$ cat src/rtl/semaforo_pkg.sv
// Shared types and constants for the pedestrian crossing block:
// FSM state encoding and active-low 7-segment patterns (gfedcba order).
package semaforo_pkg;

    typedef enum logic [1:0] {
        ST_IDLE  = 2'd0,
        ST_WAIT  = 2'd1,
        ST_WALK  = 2'd2,
        ST_CLEAR = 2'd3
    } state_t;

    localparam logic [6:0] SEG_0     = 7'b1000000;
    localparam logic [6:0] SEG_1     = 7'b1111001;
    localparam logic [6:0] SEG_2     = 7'b0100100;
    localparam logic [6:0] SEG_3     = 7'b0110000;
    localparam logic [6:0] SEG_4     = 7'b0011001;
    localparam logic [6:0] SEG_5     = 7'b0010010;
    localparam logic [6:0] SEG_6     = 7'b0000010;
    localparam logic [6:0] SEG_7     = 7'b1111000;
    localparam logic [6:0] SEG_8     = 7'b0000000;
    localparam logic [6:0] SEG_9     = 7'b0010000;
    localparam logic [6:0] SEG_BLANK = 7'b1111111;

    // Decimal digit to segment pattern; anything above 9 shows blank.
    function automatic logic [6:0] seg7(input logic [3:0] d);
        case (d)
            4'd0:    seg7 = SEG_0;
            4'd1:    seg7 = SEG_1;
            4'd2:    seg7 = SEG_2;
            4'd3:    seg7 = SEG_3;
            4'd4:    seg7 = SEG_4;
            4'd5:    seg7 = SEG_5;
            4'd6:    seg7 = SEG_6;
            4'd7:    seg7 = SEG_7;
            4'd8:    seg7 = SEG_8;
            4'd9:    seg7 = SEG_9;
            default: seg7 = SEG_BLANK;
        endcase
    endfunction

endpackage

$ cat src/rtl/semaforo_peaton_debounce.sv
// Button conditioner: 2-flop synchronizer followed by a debouncer that
// only adopts a new level after DEBOUNCE_CYC consecutive identical samples.
// Reset state is "released" (level 1), matching an idle active-low key.
module debounce #(
    parameter int DEBOUNCE_CYC = 500000
) (
    input  logic clk,
    input  logic rst,
    input  logic din,
    output logic level,
    output logic fall
);

    localparam int CW = $clog2(DEBOUNCE_CYC + 1);

    logic [1:0]    sync_pipe;
    logic [CW-1:0] cnt;

    // Metastability guard for the asynchronous key input.
    always_ff @(posedge clk or negedge rst) begin
        if (!rst) sync_pipe <= 2'b11;
        else      sync_pipe <= {sync_pipe[0], din};
    end

    // Count samples disagreeing with the accepted level; any agreeing
    // sample restarts the run. Fall pulses once on an accepted 1->0.
    always_ff @(posedge clk or negedge rst) begin
        if (!rst) begin
            level <= 1'b1;
            cnt   <= '0;
            fall  <= 1'b0;
        end else begin
            fall <= 1'b0;
            if (sync_pipe[1] == level) begin
                cnt <= '0;
            end else if (cnt == CW'(DEBOUNCE_CYC - 1)) begin
                level <= sync_pipe[1];
                cnt   <= '0;
                fall  <= ~sync_pipe[1];
            end else begin
                cnt <= cnt + 1'b1;
            end
        end
    end

endmodule

$ cat src/rtl/semaforo_peaton.sv
// Pedestrian request unit for a traffic-light controller. A debounced key
// press raises ped_req, a countdown escalates to ped_urgent, the grant
// (ped_ack) runs a timed walk phase, then a one-cycle done pulse.
// Optional feature: define SEMAFORO_PEATON_HEX_EN to drive HEX1/HEX0 with
// the decimal countdown; otherwise both displays are tied off (blank).
module semaforo_peaton
    import semaforo_pkg::*;
#(
    parameter int DEBOUNCE_CYC = 500000,
    parameter int TICK_CYC     = 50000000,
    parameter int WAIT_S       = 9,
    parameter int WALK_S       = 5
) (
    input  logic       clk,
    input  logic       rst,
    input  logic       button,
    input  logic       ped_ack,
    output logic       ped_req,
    output logic       ped_urgent,
    output logic       walk,
    output logic       done,
    output logic [3:0] count,
    output logic [6:0] HEX1,
    output logic [6:0] HEX0
);

    localparam int         TW      = $clog2(TICK_CYC + 1);
    localparam logic [3:0] WAIT_LD = 4'(WAIT_S);
    localparam logic [3:0] WALK_LD = 4'(WALK_S);

    state_t        state;
    logic [TW-1:0] tcnt;
    logic          tick;
    logic          press;
    logic          btn_level_unused;

    debounce #(.DEBOUNCE_CYC(DEBOUNCE_CYC)) u_debounce (
        .clk   (clk),
        .rst   (rst),
        .din   (button),
        .level (btn_level_unused),
        .fall  (press)
    );

    assign tick = (tcnt == TW'(TICK_CYC - 1));

    // Request/walk sequencer; every output is a flop updated here. The
    // one-second prescaler restarts on each phase entry so a phase lasts
    // exactly N ticks.
    always_ff @(posedge clk or negedge rst) begin
        if (!rst) begin
            state      <= ST_IDLE;
            ped_req    <= 1'b0;
            ped_urgent <= 1'b0;
            walk       <= 1'b0;
            done       <= 1'b0;
            count      <= 4'd0;
            tcnt       <= '0;
        end else begin
            done <= 1'b0;
            if (state == ST_WAIT || state == ST_WALK)
                tcnt <= tick ? '0 : tcnt + 1'b1;
            else
                tcnt <= '0;

            case (state)
                // Grant is ignored here; a press in the same cycle as ped_ack
                // only moves to WAIT, the grant is looked at from then on.
                ST_IDLE: begin
                    if (press) begin
                        state      <= ST_WAIT;
                        count      <= WAIT_LD;
                        ped_req    <= 1'b1;
                        ped_urgent <= (WAIT_LD == 4'd0);
                        tcnt       <= '0;
                    end
                end
                ST_WAIT: begin
                    if (ped_ack) begin
                        state      <= ST_WALK;
                        count      <= WALK_LD;
                        ped_req    <= 1'b0;
                        ped_urgent <= 1'b0;
                        walk       <= 1'b1;
                        tcnt       <= '0;
                    end else if (tick && count != 4'd0) begin
                        count <= count - 1'b1;
                        if (count == 4'd1) ped_urgent <= 1'b1;
                    end
                end
                // Controller abort (ack drops) ends the walk at once.
                ST_WALK: begin
                    if (!ped_ack || (tick && count <= 4'd1)) begin
                        state <= ST_CLEAR;
                        walk  <= 1'b0;
                        done  <= 1'b1;
                        count <= 4'd0;
                    end else if (tick) begin
                        count <= count - 1'b1;
                    end
                end
                // Hold until the controller releases the grant.
                ST_CLEAR: begin
                    if (!ped_ack) state <= ST_IDLE;
                end
                default: state <= ST_IDLE;
            endcase
        end
    end

`ifdef SEMAFORO_PEATON_HEX_EN
    logic [3:0] units;
    logic [3:0] tens;

    // Split the 0..15 countdown into decimal tens and units.
    always_comb begin
        units = count;
        tens  = 4'd0;
        if (count >= 4'd10) begin
            units = count - 4'd10;
            tens  = 4'd1;
        end
    end

    assign HEX0 = seg7(units);
    assign HEX1 = (tens == 4'd0) ? SEG_BLANK : seg7(tens);
`else
    assign HEX0 = SEG_BLANK;
    assign HEX1 = SEG_BLANK;
`endif

endmodule

$ cat config.mk
export PLATFORM = sky130hd
export DESIGN_NAME = semaforo_peaton
export DESIGN_NICKNAME = d
export VERILOG_FILES = /design/src/rtl/semaforo_pkg.sv /design/src/rtl/semaforo_peaton_debounce.sv /design/src/rtl/semaforo_peaton.sv
export SDC_FILE = /design/constraint.sdc
export NUM_CORES = 1
export LEC_CHECK = 0
export ABC_AREA = 1
export CORE_MARGIN = 2
export CORE_UTILIZATION = 55
export CTS_BUF_LIST = sky130_fd_sc_hd__clkbuf_8
export DETAILED_ROUTE_END_ITERATION = 8
export PLACE_DENSITY = 0.78
export SYNTH_ARGS = -nofsm -noshare
export SYNTH_HDL_FRONTEND = slang
export SYNTH_HIERARCHICAL = 1
export SYNTH_SLANG_ARGS = --single-unit
$ cat constraint.sdc
create_clock -name clk -period 1.7 [get_ports clk]
set_input_delay 0.255 -clock clk [delete_from_list [all_inputs] [get_ports clk]]
set_output_delay 0.255 -clock clk [all_outputs]
set_load 0.005 [all_outputs]
# == Yosys cells after proc, flatten, opt, wreduce, memory -nomap -nowiden ==
# Index checks and enable logic that the tools add are counted.
# Widths: inputs -> output; s select.
# classes
n_addsub,3
mux,33
n_reduce_logical,16
shift,0
eq_ne,14
div,0
bitwise_logic,2
magnitude_cmp,1
n_mul,0
# op_table
op,n
$mux 26,4
$pmux 26 s2,1
$mux 19,2
$add 26x1->26 const B,1
$eq 26x26->1 const B,1
$mux 4,5
$add 19x1->19 const B,1
$eq 19x19->1 const B,1
$mux 1,12
$pmux 4 s3,1
$reduce_and 4->1,3
$ne 3x2->1 const B,3
$mux 2,4
$pmux 2 s4,1
$pmux 1 s2,3
$reduce_and 3->1,2
$eq 2x2->1 const B,2
$eq 4x1->1 const B,1
$le 4x1->1 const B,1
$ne 2x1->1 const B,2
$ne 2x2->1 const B,2
$reduce_bool 2->1,2
$reduce_bool 4->1,1
$sub 4x1->4 const B,1
9 further kinds,12
# word_totals
wordCells,80
romBits,0
latchBits,0
inputBits,4
memories,0
mem_bits_rw,0
ff_bits,59

# == Logic depth before layout (Yosys ltp) ==
# Gate-level depths: netlist (run 1).
# depth
depth_word,5
ltp_mapped,12
ltp_nobuf,12

# == By module ==
# Netlist (run 1), hierarchy kept.
# by_module_without_submodules
module,seq_area_each_um2,area_per_inst_um2,cells_each,instances
semaforo_peaton,900.9,2379.8,311,1
debounce,579.3,1221.2,150,1

# == Worst setup path before layout (run 1) ==
# No wires, ideal clock.
# synth_path
path_type,reg2reg
start,reg state[1]
end,reg tcnt[23]
stages_incl_launch_ff,12
arrival_ns,1.550
synth_period_minus_slack_ns,1.631
setup_time_ns,0.080
setup_slack_ns,0.069
cell_sequence,dfrtp_1 > inv_1 > ha_1 > inv_2 > nor2_4 > inv_2 > nand2_2 > nand2_1 > a21oi_2 > inv_2 > buf_6 > nor3_2
# synth_between
elab_chain_cells,5
# synth_rtl
item,line_no,source
"start, declared",semaforo_peaton.sv:31,state_t state;
"start signal, assigned",semaforo_peaton.sv:52,state <= ST_IDLE;
"start signal, assigned",semaforo_peaton.sv:71,state <= ST_WAIT;
"start signal, assigned",semaforo_peaton.sv:80,state <= ST_WALK;
$eq 2x1->1 / $eq 2x2->1 (equally long branches),"semaforo_peaton.sv:61, semaforo_peaton.sv:66",
$logic_or 1x1->1,semaforo_peaton.sv:61,if (state == ST_WAIT || state == ST_WALK)
$mux 26,semaforo_peaton.sv:61,
"$mux 26, on equally long branches","semaforo_peaton.sv:79, semaforo_peaton.sv:70",
$pmux 26 s2 *,semaforo_peaton.sv:66,case (state)
"end signal, assigned",semaforo_peaton.sv:62,tcnt <= tick ? '0 : tcnt + 1'b1;
"end, declared",semaforo_peaton.sv:32,logic [TW-1:0] tcnt;
# Mark *: on every way between the ends. The rest lies on a longest branch, timed or not.
# A chain may end at the register's enable or synchronous reset.

# == Worst setup path in the final report (run 1) ==
# layout_path
start,reg tcnt[0]
end,reg tcnt[21]
# layout_between
elab_chain_cells,5
# layout_rtl
item,line_no
$add 26x1->26 / $eq 26x26->1 (equally long branches),"semaforo_peaton.sv:62, semaforo_peaton.sv:45"
$mux 26 *,semaforo_peaton.sv:62
$mux 26 *,semaforo_peaton.sv:61
"$mux 26, on equally long branches","semaforo_peaton.sv:79, semaforo_peaton.sv:70"
$pmux 26 s2 *,semaforo_peaton.sv:66
# Marks and branches as above.

==> impl_metrics.json, run 1 <==
{
  "status": "finished with violations",
  "violations": "negative setup slack",
  "ant_nets": 0,
  "cts.root.buffer_cell": "clkbuf_8",
  "wl_per_cell_um": 14.3,
  "io_buffers": 11,
  "hpwl_um": 5440,
  "ios": 26,
  "grt_pass1_wl_um": 13400,
  "synth_area_leader_cell": "dfrtp_1",
  "rr_worst_depth": 12,
  "fin_ws_ns": -0.0335,
  "diodes": 0,
  "nets": 535,
  "muxShareOfSynthArea_pct": 0,
  "synth-seq-area-share_pct": 41.1,
  "area_growth_pct": 25.9,
  "cp-end-kind": "flip-flop",
  "grt_pass1_vias": 3018,
  "die_w_um": 84.9,
  "yosysUniqueCellTypes": 35,
  "start_util_pct": 56.7,
  "num_vias": 3241,
  "worstPathRequired_ns": 1.92,
  "met3WireLength_um": 425,
  "r2r-start": "tcnt[0]",
  "drt_iter0_drc": 235,
  "syn_area_um2": 3600,
  "post-synth-top-count-cell": "nand2_1",
  "grt.overflow.total": 0,
  "fillers": 465,
  "syn_area_per_cell_um2": 7.81,
  "via_per_inst": 5.37,
  "p_leak_nw": 1.94,
  "synthXorXnorAreaFrac_pct": 3.86,
  "wl_met2_um": 4460,
  "cts_tree": "done",
  "fin_crit_ns": 1.73,
  "rsz0062_at_grt": "yes",
  "path_class": "flip-flop to flip-flop",
  "cap_violations": 0,
  "max-vdd-ir-drop_mv": 0.617,
  "route.detailed.drc": 0,
  "synth_area_leaders": "dfrtp_1 (39%), nand2_1 (9.2%), nor2_1 (7.1%)",
  "start_kind": "flip-flop",
  "drive_above_1_share_pct": 30.4,
  "yosysTopAreaCellShare_pct": 38.9,
  "hold_class": "input pin to flip-flop",
  "synthTopCellsByCount": "nand2_1 (88), nor2_1 (68), dfrtp_1 (56)",
  "synth-compound-area-share_pct": 7.30,
  "grt_antenna_before_repair": 0,
  "reg2reg_slack_ns": -0.03,
  "rows": 29,
  "place_ws_ns": -0.0540,
  "synth_top_family_by_area": "simple AND/OR/NAND/NOR gates",
  "cp_max_fo": 7,
  "power_w": 0.00275,
  "ys_async_sr_fraction_pct": 100,
  "hold_end": "u_debounce/sync_pipe[0]",
  "clk_pin_slew_ns": 0.07,
  "ys_ff_latch": 59,
  "yosys_most_used_dff": "dfrtp_1",
  "synth_edf_count": 0,
  "gp_routability_congestion": 0.909,
  "htree_levels": 3,
  "fmax_mhz": 577,
  "fp.dieArea_um2": 7210,
  "clock_latency_ns": 0.34,
  "coreArea_um2": 6350,
  "dr.pass1.iters": 5,
  "min-delay-start": "button",
  "timing.rr.end": "tcnt[21]",
  "arrival_ns": 1.95,
  "ys.warnings.count": 6,
  "cellPowerDensity_nw_per_um2": 606,
  "cts_made_buffers": 9,
  "setup_viol": 6,
  "top_layer_used": "met4",
  "m1WireLength_um": 3630,
  "numClockSinks": 59,
  "syn_inst": 461,
  "fin_crit_sh_pct": 102,
  "routed_wl_um": 8660,
  "fp.dieH_um": 84.9,
  "synth_fa_ha_area_share_pct": 3.13,
  "slew_violations": 0,
  "track_usage_pct": 22.8,
  "finClkSkew_ns": 0.0137,
  "hold_viol": 0,
  "yosys.area_share.simple_pct": 34.3,
  "clockBufferDepth": 2,
  "grt_max_degree": 60,
  "min_path_cells": 1
}
## per-stage QoR
step	utilization, %	hold WS, ns	cells	setup TNS, ns	cell area, um2
finish	71.4	0.325	604	-0.146	4530
global placement	61.5	0.282	566	0	3910
floorplan	-	-0.0406	474	0	3650
detailed placement	61.5	0.286	566	-0.386	3910
global route	71.4	0.325	604	-2.19	4530
CTS	65.1	0.318	585	0	4140
## metal layers
metal  vias to the layer above  global-route usage (%)
li1                       1556                       -
met1                      1556                    29.3
met2                       108                    39.3
met3                        21                    4.67
met4                         0                    6.20
met5                         -                       0
## registers in the layout, indices dropped and copies added, names as in the netlist
name / cells
tcnt: 26
u_debounce/cnt: 19
count: 4
state: 2
u_debounce/sync_pipe: 2
done: 1
ped_req: 1
ped_urgent: 1
u_debounce/fall: 1
u_debounce/level: 1
walk: 1
## cell type report
cell class | instances | area (um2) | share of cell area (%)
clock buffers | 10 | 138 | 3.04
clock inverters | 6 | 51.3 | 1.13
inverters | 62 | 240 | 5.30
multi-input cells | 335 | 2040 | 44.9
flip-flops and latches | 59 | 1490 | 32.8
well taps | 77 | 96.3 | 2.12
repair buffers | 55 | 487 | 10.7
## worst max-delay path by stage
| stage | startpoint | to | slack (ns) | cells after the start |
|---|---|---|---|---|
| after floorplan | state[1] | tcnt[23] | 0.07 | 11 |
| after global placement | ped_ack | tcnt[22] | 0.03 | 9 |
| after detailed placement | state[0] | tcnt[22] | -0.05 | 10 |
| after CTS | tcnt[1] | count[1] | 0.004 | 12 |
| after global routing | tcnt[0] | tcnt[21] | -0.15 | 12 |
| final | tcnt[0] | tcnt[21] | -0.03 | 12 |
## cells by family (layout without fill, tap and decap cells)
logic type	after synthesis	in the layout
simple gates	248	248
buf+inv	80	133
flops	59	59
compound gates	49	49
xor+xnor	15	15
fa+ha+maj	9	9
other cells	1	14
## critical path, cell delays in order (launching register included)
cell     delay (ns)
dfrtp_1        0.40
buf_6          0.12
nand2_1        0.08
nor2_4         0.13
nand2_2        0.09
nor2_4         0.16
nand2_4        0.07
nor2_4         0.15
nand2_4        0.12
nor2_4         0.16
nand3_2        0.06
nand2_1        0.05
nor2_1         0.03
## report_power, final
group | leakage [nW] | internal (W) | switching (W)
registers | 0.805 | 0.00141 | 0.00000570
clock network | 0.110 | 0.000697 | 0.000556
logic | 1.03 | 0.0000206 | 0.0000569
total | 1.94 | 0.00213 | 0.000618
## repair_timing
action                                  CTS  global route
endpoints found under the hold margin    56             0
pin swaps                                 0            23
setup buffers                             2            18
gates cloned                              0             1
hold buffers                              1             0
gates resized for setup                   6            66
endpoints found under the setup margin   22            39
## placed cells by master (no fill, tap or decap), drive strengths merged, types with 8 or more instances in the layout
cell type	n
nor2	90
ha	9
a21oi	21
nand4	8
inv	65
clkbuf	10
buf	44
nand2	98
xor2	11
o21ai	24
nor3	14
conb	14
dfrtp	56
nand3	30
clkdlybuf4s50	10
Power figures use the tool's default switching activity.
==> inputs of run 2 (changes only) <==
CORE_UTILIZATION = 56   (was 55)
PLACE_DENSITY = 0.77   (was 0.78)
SLEW_MARGIN = 10   (was default)
clock period = 1.75 ns   (was 1.7 ns; I/O delays follow)
==> run 2 against run 1 <==
Against the previous run: the run still ends with negative setup slack left; final area decreased by 3.7%; die area fell by 1.7%; clock-buffer cell count unchanged; clock power is 22% higher; critical endpoint is now count[3].
==> impl_metrics.json, run 2 (synthesis results as in run 1) <==
{
  "ant_nets": 0,
  "postLayoutCellArea_um2": 4370,
  "p_sw_share_pct": 20.5,
  "reg2reg_slack_ns": -0.009,
  "hpwl_um": 5390,
  "routed_wl_um": 8080,
  "wl_per_cell_um": 13.7,
  "critical_path.slowest_cell": "dfrtp_1",
  "htree_levels": 3,
  "r2r-start": "tcnt[1]",
  "clock_latency_ns": 0.35,
  "clockBufferDepth": 2,
  "drt_iter0_drc": 185,
  "dpl_cell_area_um2": 3850,
  "cts.root.buffer_cell": "clkbuf_8",
  "nets": 521,
  "cts_made_buffers": 9,
  "die_w_um": 84.2,
  "p_int_w": 0.00237,
  "clkPwrFrac_pct": 51.3,
  "max_stage_delay_ns": 0.41,
  "regArea_um2": 1480,
  "pwr-share-comb_pct": 2.5,
  "fin_tns_setup_ns": -0.0226,
  "gp_routability_congestion": 0.932,
  "io_buffers": 11,
  "hold_ws_ns": 0.325,
  "setup_viol": 6,
  "min_path_cells": 1,
  "fin_crit_sh_pct": 100,
  "cp_cell_sequence": "ha_4 > nand2_4 > nor2_4 > nand3_2 > nor2_4 > nand3_1 > nand2_1 > inv_2 > nor2_8 > inv_2 > nand2_1 > nand2_1",
  "diodes": 0,
  "p_leak_nw": 1.88,
  "crit_top_cell": "nand2_1",
  "largest_register": "tcnt",
  "fmax_mhz": 569,
  "layout_commonest_cell": "nand2_1",
  "seq_power_share_pct": 46.3,
  "rows": 29,
  "top_regs": "tcnt x26, u_debounce/cnt x19, count x4",
  "cellPowerDensity_nw_per_um2": 682,
  "via_per_inst": 5.32,
  "cp-end-kind": "flip-flop",
  "drive_above_1_share_pct": 24.4,
  "violations": "negative setup slack",
  "fp.dieH_um": 84.2,
  "hold_class": "input pin to flip-flop",
  "place_ws_ns": -0.00783,
  "rsz0062_at_grt": "yes",
  "fin_crit_ns": 1.76,
  "route.detailed.drc": 0,
  "slew_violations": 0,
  "hold_end": "u_debounce/sync_pipe[0]",
  "grt_antenna_before_repair": 0,
  "fillers": 464,
  "coreArea_um2": 6280,
  "final_cell_mix": "nand2_1 (85), nor2_1 (65), dfrtp_1 (55)",
  "rr_worst_depth": 12,
  "num_vias": 3140,
  "grt_max_degree": 60,
  "dr.pass1.iters": 5,
  "cp_max_fo": 5,
  "timing.rr.end": "count[3]",
  "finClkSkew_ns": 0.0183,
  "numClockSinks": 59,
  "fin_ws_ns": -0.00861,
  "cts_tree": "done",
  "ios": 26,
  "status": "finished with violations",
  "clk_pin_slew_ns": 0.08,
  "grt_pass1_vias": 2884,
  "grt_pass1_wl_um": 12700,
  "cap_violations": 0,
  "largest_register_ffs": 26,
  "max-vdd-ir-drop_mv": 0.510,
  "start_kind": "flip-flop",
  "arrival_ns": 2.00,
  "worstPathRequired_ns": 1.99,
  "area_growth_pct": 21.3,
  "p_switching_w": 0.000611,
  "grt.overflow.total": 0,
  "start_util_pct": 57.4,
  "hold_viol": 0,
  "multiInputGateArea_um2": 1950,
  "min-delay-start": "button",
  "fp.dieArea_um2": 7090,
  "track_usage_pct": 22.4,
  "path_class": "flip-flop to flip-flop"
}
[run 2: final cells by class]
cell class	count	area share, %
clock buffers	10	3.15
clock inverters	6	2.38
inverters	62	5.33
multi-input cells	335	44.6
flip-flops and latches	59	33.9
well taps	77	2.21
repair buffers	41	8.37
[run 2: timing repair]
action                                  4_1_cts  5_1_grt
buffers inserted                              3       10
pin swaps                                     0       18
endpoints found under the hold margin        56        0
gates cloned                                  0        1
hold buffers                                  1        0
endpoints found under the setup margin        9       24
gates resized for setup                       2       37
[run 2: worst max path at each step]
stage               startpoint        to  slack, ns  cells after the start
floorplan             state[1]  tcnt[23]       0.12                     11
global placement       ped_ack  tcnt[11]       0.06                      9
detailed placement    state[1]   tcnt[7]     -0.008                     10
CTS                    tcnt[0]  tcnt[24]       0.02                     10
global route           tcnt[1]  count[0]      -0.10                     12
finish                 tcnt[1]  count[3]     -0.009                     12
[run 2: routing by layer]
metal	track usage, %	vias up	part of all wire (%)
li1	-	1527	-
met3	5.21	20	5.0
met1	27.8	1483	43
met5	0	-	0
met2	36.7	110	50
met4	11.1	0	2.3
[run 2: through the flow]
| stage | instances | utilization (%) | total power, W |
|---|---|---|---|
| final | 590 | 69.6 | 0.00298 |
| after CTS | 579 | 65.8 | 0.00299 |
| after detailed placement | 559 | 61.4 | 0.00148 |
| after global placement | 559 | 61.4 | 0.00148 |
| after global routing | 590 | 69.6 | 0.00307 |
| after floorplan | 474 | - | 0.00146 |
[run 2: worst max-delay path, delay by kind of cell (launching register included)]
kind	cells	cell delay (ns)
buffers and inverters	2	0.12
and+or+nand+nor	9	0.97
DFF	1	0.41
adders and majority gates	1	0.17
[run 2: power by group through the flow]
stage                     Clock (W)  Sequential [W]  Combinational (W)
final                       0.00153         0.00138          0.0000739
after global routing        0.00161         0.00138          0.0000848
after CTS                   0.00154         0.00138          0.0000753
after detailed placement          0         0.00140          0.0000731
after global placement            0         0.00140          0.0000724
after floorplan                   0         0.00140          0.0000517
==> variant 1, RTL diff (settings of run 2) <==
The 4 states of `state_t` get a one-hot encoding in 4 bits.
--- a/src/rtl/semaforo_pkg.sv
+++ b/src/rtl/semaforo_pkg.sv
@@ -4,7 +4,7 @@
 
-    typedef enum logic [1:0] {
-        ST_IDLE  = 2'd0,
-        ST_WAIT  = 2'd1,
-        ST_WALK  = 2'd2,
-        ST_CLEAR = 2'd3
+    typedef enum logic [3:0] {
+        ST_IDLE  = 4'b0001,
+        ST_WAIT  = 4'b0010,
+        ST_WALK  = 4'b0100,
+        ST_CLEAR = 4'b1000
     } state_t;
Function: same outputs for any inputs over 10 cycles, from zero or initial values and one cycle with rst low; not proved beyond that.
==> variant 1 against run 2 <==
  * Worst setup slack better by 0.050 ns
  * Sequential cell count grew 2
  * Critical path depth down 2
  * Synthesized area fell by 0.73%
  * Core utilization is 2.4 points lower
  * Fmax up 2.9%
  * Routed wire length fell by 3.4%
  * Total power fell by 5.3%
  * Design area is 3.4% lower
  * Via count decreased by 2.9%
  * Sequential power up 4%
  * Combinational power up 6.0%
  * First-iteration DRC count fell by 17%
==> variant 1: results (changes against run 2) <==
| Metric | Value |
|---|---|
| Status | complete, no violations |
| Switching share of power | 21.7% (+1.2 points) |
| Final Util | 67.2% (-2.4 points) |
| Reg area | 1530 sq um (+3.5%) |
| Crit path largest cell delay | 0.41 ns (about the same) |
| Root buffer cell | clkbuf_8 |
| CP Data Arrival Time | 1.98 ns (-0.02 ns) |
| TritonCTS Buffers | 9 (unchanged) |
| Initial DRC count | 154 (-17%) |
| Average cell area after synthesis | 7.72 sq um (-1.2%) |
| Post-route met1 wirelength | 3500 microns (+0.52%) |
| DR WL met2 | 3870 microns (-3.6%) |
| Gr usage total | 23.3% (+0.89 points) |
| DRT Pass-1 Iters | 4 (-1) |
| Layout cell share with drive strength beyond 1 | 20.1% (-4.3 points) |
| Largest regs | tcnt (26), u_debounce/cnt (19) |
| Hold Path Class | primary input to asynchronous set/reset pin |
| Critical path endpoint | tcnt[19] |
| Commonest cells post-synth | nand2_1 (93), nor2_1 (85), dfrtp_1 (57), inv_1 (57), nand3_1 (30) |
| Dpl cell area | 3800 sq um (-1.5%) |
| Register-to-register setup slack | 0.04 ns (+0.05 ns) |
| Top Family by Delay on Critical Path | simple AND/OR/NAND/NOR gates |
| Clock network area share | 5.01% (-0.52 points) |
| Post-CTS resize count | 1 (-1) |
| Largest net degree at the start of global routing | 37 (-38%) |
| Seq/Total Area, Yosys | 42.8% (+1.7 points) |
| Drt wl/cell | 13.3 microns (-2.5%) |
| H-tree levels | 3 (unchanged) |
| CTS Hold Buffers Added | 1 (unchanged) |
| Origin of the critical flop-to-flop path | state[3] |
| Multi-input gate area | 1860 sq um (-4.8%) |
| Post-synth cell types | 37 (+5.7%) |
| Initial antenna violation count | 0 (unchanged) |
| Max VDD drop | 0.402 mV (-21%) |
| Nets | 512 (-1.7%) |
| Ranking of synthesized cells by area | dfrtp_1 (40%), nand2_1 (9.8%), nor2_1 (8.9%) |
| Flops & latches, synth | 61 (+3.4%) |
| HPWL Detailed | 5440 microns (+0.85%) |
| Nonclk buf count | 32 (-22%) |
| Reg2reg path depth | 10 (-2) |
| Buffering overhead | 6.67% (-1.7 points) |
| Skew final | 0.00915 ns (-0.00911 ns) |
| Crit share post-route | 97.6% (-2.9 points) |
| Async S/R FF share, synth | 100% (unchanged) |
| Routed wl met3 | 314 microns (-22%) |
| Vias | 3048 (-2.9%) |
| Signal inverters | 62 (unchanged) |
| Fill cells | 521 (+12%) |
| First-pass GRT wire length | 13200 microns (+4.4%) |
| Number of global-route vias before repair | 2943 (+2.0%) |
| Clkbuf count | 12 (+2) |
| Leak | 0.00183 uW (-2.4%) |
| RD Place Congestion | 0.951 (+2.0%) |
| Setup Buffers After CTS | 0 (-3) |
| Multi-Input Combinational | 337 (+0.60%) |
| Dpl ws | 0.00829 ns (+0.0161 ns) |
| Via/cell ratio | 5.21 (-2.1%) |
| CP Max Fanout | 5 (unchanged) |
## variant 1: cell count changes in the layout (fill, tap and decap cells not counted), moves of 6 or more
cell	before	now
nor2_1	65	78
a21oi_1	20	10
inv_2	13	5
nand4_1	8	16
buf_4	25	18
o21ai_0	12	5
nor2_4	14	8
## variant 1: per-stage QoR
step	TNS (ns)	hold WS, ns
2_1_floorplan	0	-0.0331
3_3_place_gp	0	0.125
3_5_place_dp	0	0.125
4_1_cts	0	0.293
5_1_grt	-0.360	0.302
6_report	0	0.302
## variant 1: routing by layer
metal	up-vias	global-route usage [%]
met4	0	8.80
met5	-	0
li1	1516	-
met2	68	38.8
met3	10	5.34
met1	1454	29.6
## variant 1: cell families (layout without fill, tap and decap cells)
kind of cell,Yosys count,after routing,synth area share [%]
AO/OA/AOI/OAI,29,29,4.73
buffers and inverters,78,110,9.98
AND/OR/NAND/NOR,264,264,34.3
adder cells (fa/ha/maj),5,5,1.75
other,1,14,0.105
flip-flops,61,61,42.8
XOR/XNOR,25,25,6.34
## variant 1: power by group through the flow
stage                     combinational, uW  clock (uW)  sequential, uW
after CTS                              79.2        1350            1430
after detailed placement               77.0           0            1450
after global placement                 75.7           0            1450
after global routing                   91.7        1410            1420
after floorplan                        51.7           0            1450
final                                  78.3        1320            1430
## variant 1: how the worst min path moves through the flow
stage                      start                      end  slack, ns  depth (start not counted)
after floorplan              rst                 count[0]      -0.03                          0
after global routing      button  u_debounce/sync_pipe[0]       0.30                          1
final                        rst                 tcnt[18]       0.30                          2
after detailed placement     rst                 tcnt[18]       0.13                          1
after CTS                    rst                 tcnt[25]       0.29                          2
after global placement       rst                 tcnt[18]       0.12                          1
==> variant 2, RTL diff (flow settings as in run 2) <==
Made on the original files. Add a define of `SEMAFORO_PEATON_HEX_EN`.
--- a/src/rtl/semaforo_peaton.sv
+++ b/src/rtl/semaforo_peaton.sv
@@ -5,2 +5,4 @@
 // the decimal countdown; otherwise both displays are tied off (blank).
+`define SEMAFORO_PEATON_HEX_EN
+
 module semaforo_peaton
Formal check against the unedited RTL: not equivalent (a bounded check fails within 4 cycles, from zero or initial values and one cycle with rst low).
==> variant 2 against run 2 <==
  * Synthesized area up 8.2%
  * Largest cell class unchanged
  * Routed wire length up 29%
  * Critical path type is now flip-flop to output pin
  * Via count up 18%
  * Sequential cell count unchanged
  * Cell count up 17%
  * The run still ends with setup timing left
  * Total power down 0.17%
  * Design area up 19%
  * Worst setup slack worse by 0.68 ns
==> variant 2: results (changes against run 2) <==
| Metric | Value |
|---|---|
| First-pass GRT wire length | 16200 microns (+28%) |
| Failing checks | setup timing |
| Via/cell ratio | 5.40 (+1.5%) |
| HPWL Detailed | 6410 microns (+19%) |
| Max VDD drop | 0.448 mV (-12%) |
| Critical path origin | count[1] |
| Clk buf depth | 2 (unchanged) |
| Synth Flop Type | dfrtp_1 |
| Synthesis warning total | 6 (unchanged) |
| Placed Instances | 647 (+16%) |
| CP Data Arrival Time | 2.18 ns (+0.18 ns) |
| CP Max Fanout | 4 (-1) |
| Status | finished with violations |
| Final setup fails | 17 (+11) |
| Initial antenna violation count | 0 (unchanged) |
| Commonest cells post-synth | nand2_1 (103), nor2_1 (74), inv_1 (66) |
| Nets | 624 (+20%) |
| Layout cell share with drive strength beyond 1 | 31.6% (+7.2 points) |
| Ranking of synthesized cells by area | dfrtp_1 (36%), nand2_1 (9.9%), nor2_1 (7.1%) |
| Seq/Total Area, Yosys | 38.0% (-3.1 points) |
| Fill cells | 425 (-8.4%) |
| Fin Hold WS | 0.321 ns (-0.00400 ns) |
| Number of global-route vias before repair | 3572 (+24%) |
| Hold Path Sink | u_debounce/sync_pipe[0] |
| Skew final | 0.00884 ns (-0.00942 ns) |
| Initial DRC count | 373 (+100%) |
| Post-synth cell types | 40 (+14%) |
| I/O Buffers | 20 (+9) |
| Drt wl/cell | 15.2 microns (+11%) |
| Cells after synthesis | 510 (+11%) |
| RR Endpoint | walk |
| RD Place Congestion | 0.912 (-2.1%) |
| Register-to-register setup slack | -0.20 ns (-0.19 ns) |
| H-tree levels | 3 (unchanged) |
| Gr usage total | 27.7% (+5.3 points) |
| Post-route setup slack | -0.691 ns (-0.683 ns) |
| DRT Pass-1 Iters | 5 (unchanged) |
| Leak | 0.00238 uW (+27%) |
| Fin cells | 688 (+17%) |
| Root buffer cell | clkbuf_8 |
variant 2: changes by cell type after synthesis, sizes merged, moves of 3 or more:
cell    delta
nand2     +15
a21oi      -5
nor3       +5
inv       +10
buf        -8
o21bai     +3
nand4      +4
nor2       +6
xor2       +5
ha         +8
variant 2: worst max-delay path by stage:
stage	end	cells after the start	slack (ns)
after floorplan	HEX0[6]	12	-0.19
after global placement	HEX0[4]	12	-0.56
after detailed placement	HEX0[3]	11	-0.64
after CTS	HEX0[6]	12	-0.60
after global routing	HEX0[2]	12	-0.79
final	HEX0[6]	12	-0.69
variant 2: report_power, final:
part	internal, uW	switching [uW]	leakage, uW
sequential	1370	5.40	0.000801
combinational	20.4	51.9	0.00146
clock	942	581	0.000119
variant 2: repair_timing:
| item | CTS | global route |
|---|---|---|
| hold buffers | 1 | 0 |
| resized for setup | 66 | 37 |
| endpoints found under the setup margin | 33 | 45 |
| gates cloned | 1 | 0 |
| pin swaps | 19 | 18 |
| buffers inserted | 19 | 8 |
| hold endpoints to repair | 56 | 0 |
variant 2: critical path, stage by stage (launching register included):
cell	delay, ns
dfrtp_2	0.46
ha_4	0.18
nor3_4	0.13
inv_2	0.06
nand2_2	0.09
nand2_2	0.09
o21ai_4	0.11
inv_4	0.09
ha_4	0.17
o21ai_2	0.15
o21bai_1	0.12
nand2_1	0.05
buf_2	0.12
variant 2: logic make-up after synthesis:
group	Yosys count	share of synthesized area, %
AND/OR/NAND/NOR	277	35.0
AO/OA/AOI/OAI	49	7.19
other	1	0.0962
XOR/XNOR	22	5.14
buffers and inverters	85	9.09
adder cells (fa/ha/maj)	17	5.46
flip-flops	59	38.0
variant 2: metal layers:
layer / part of all wire, % / global-route usage [%] / up-vias
li1: - / - / 1798
met1: 40 / 34.0 / 1746
met2: 50 / 45.3 / 131
met3: 5.1 / 5.69 / 42
met4: 4.6 / 15.1 / 0
met5: 0 / 0 / -
variant 2: metrics by stage:
step                      area [sq um]  TNS, ns  utilization [%]  worst slack [ns]
after floorplan                   3970   -0.877                -            -0.189
after global placement            4550    -4.48             67.3            -0.559
after detailed placement          4550    -5.48             67.3            -0.641
after CTS                         5040    -4.73             74.5            -0.599
after global routing              5200    -8.22             77.0            -0.795
final                             5200    -6.59             77.0            -0.691
variant 2: layout make-up:
cell class                      count  area share [%]
Clock buffer                        9            2.38
Clock inverter                      7            2.24
Inverter                           74            5.63
Multi-Input combinational cell    371            44.9
Sequential cell                    59            28.5
Tap cell                           80            1.92
Timing Repair Buffer               88            14.5
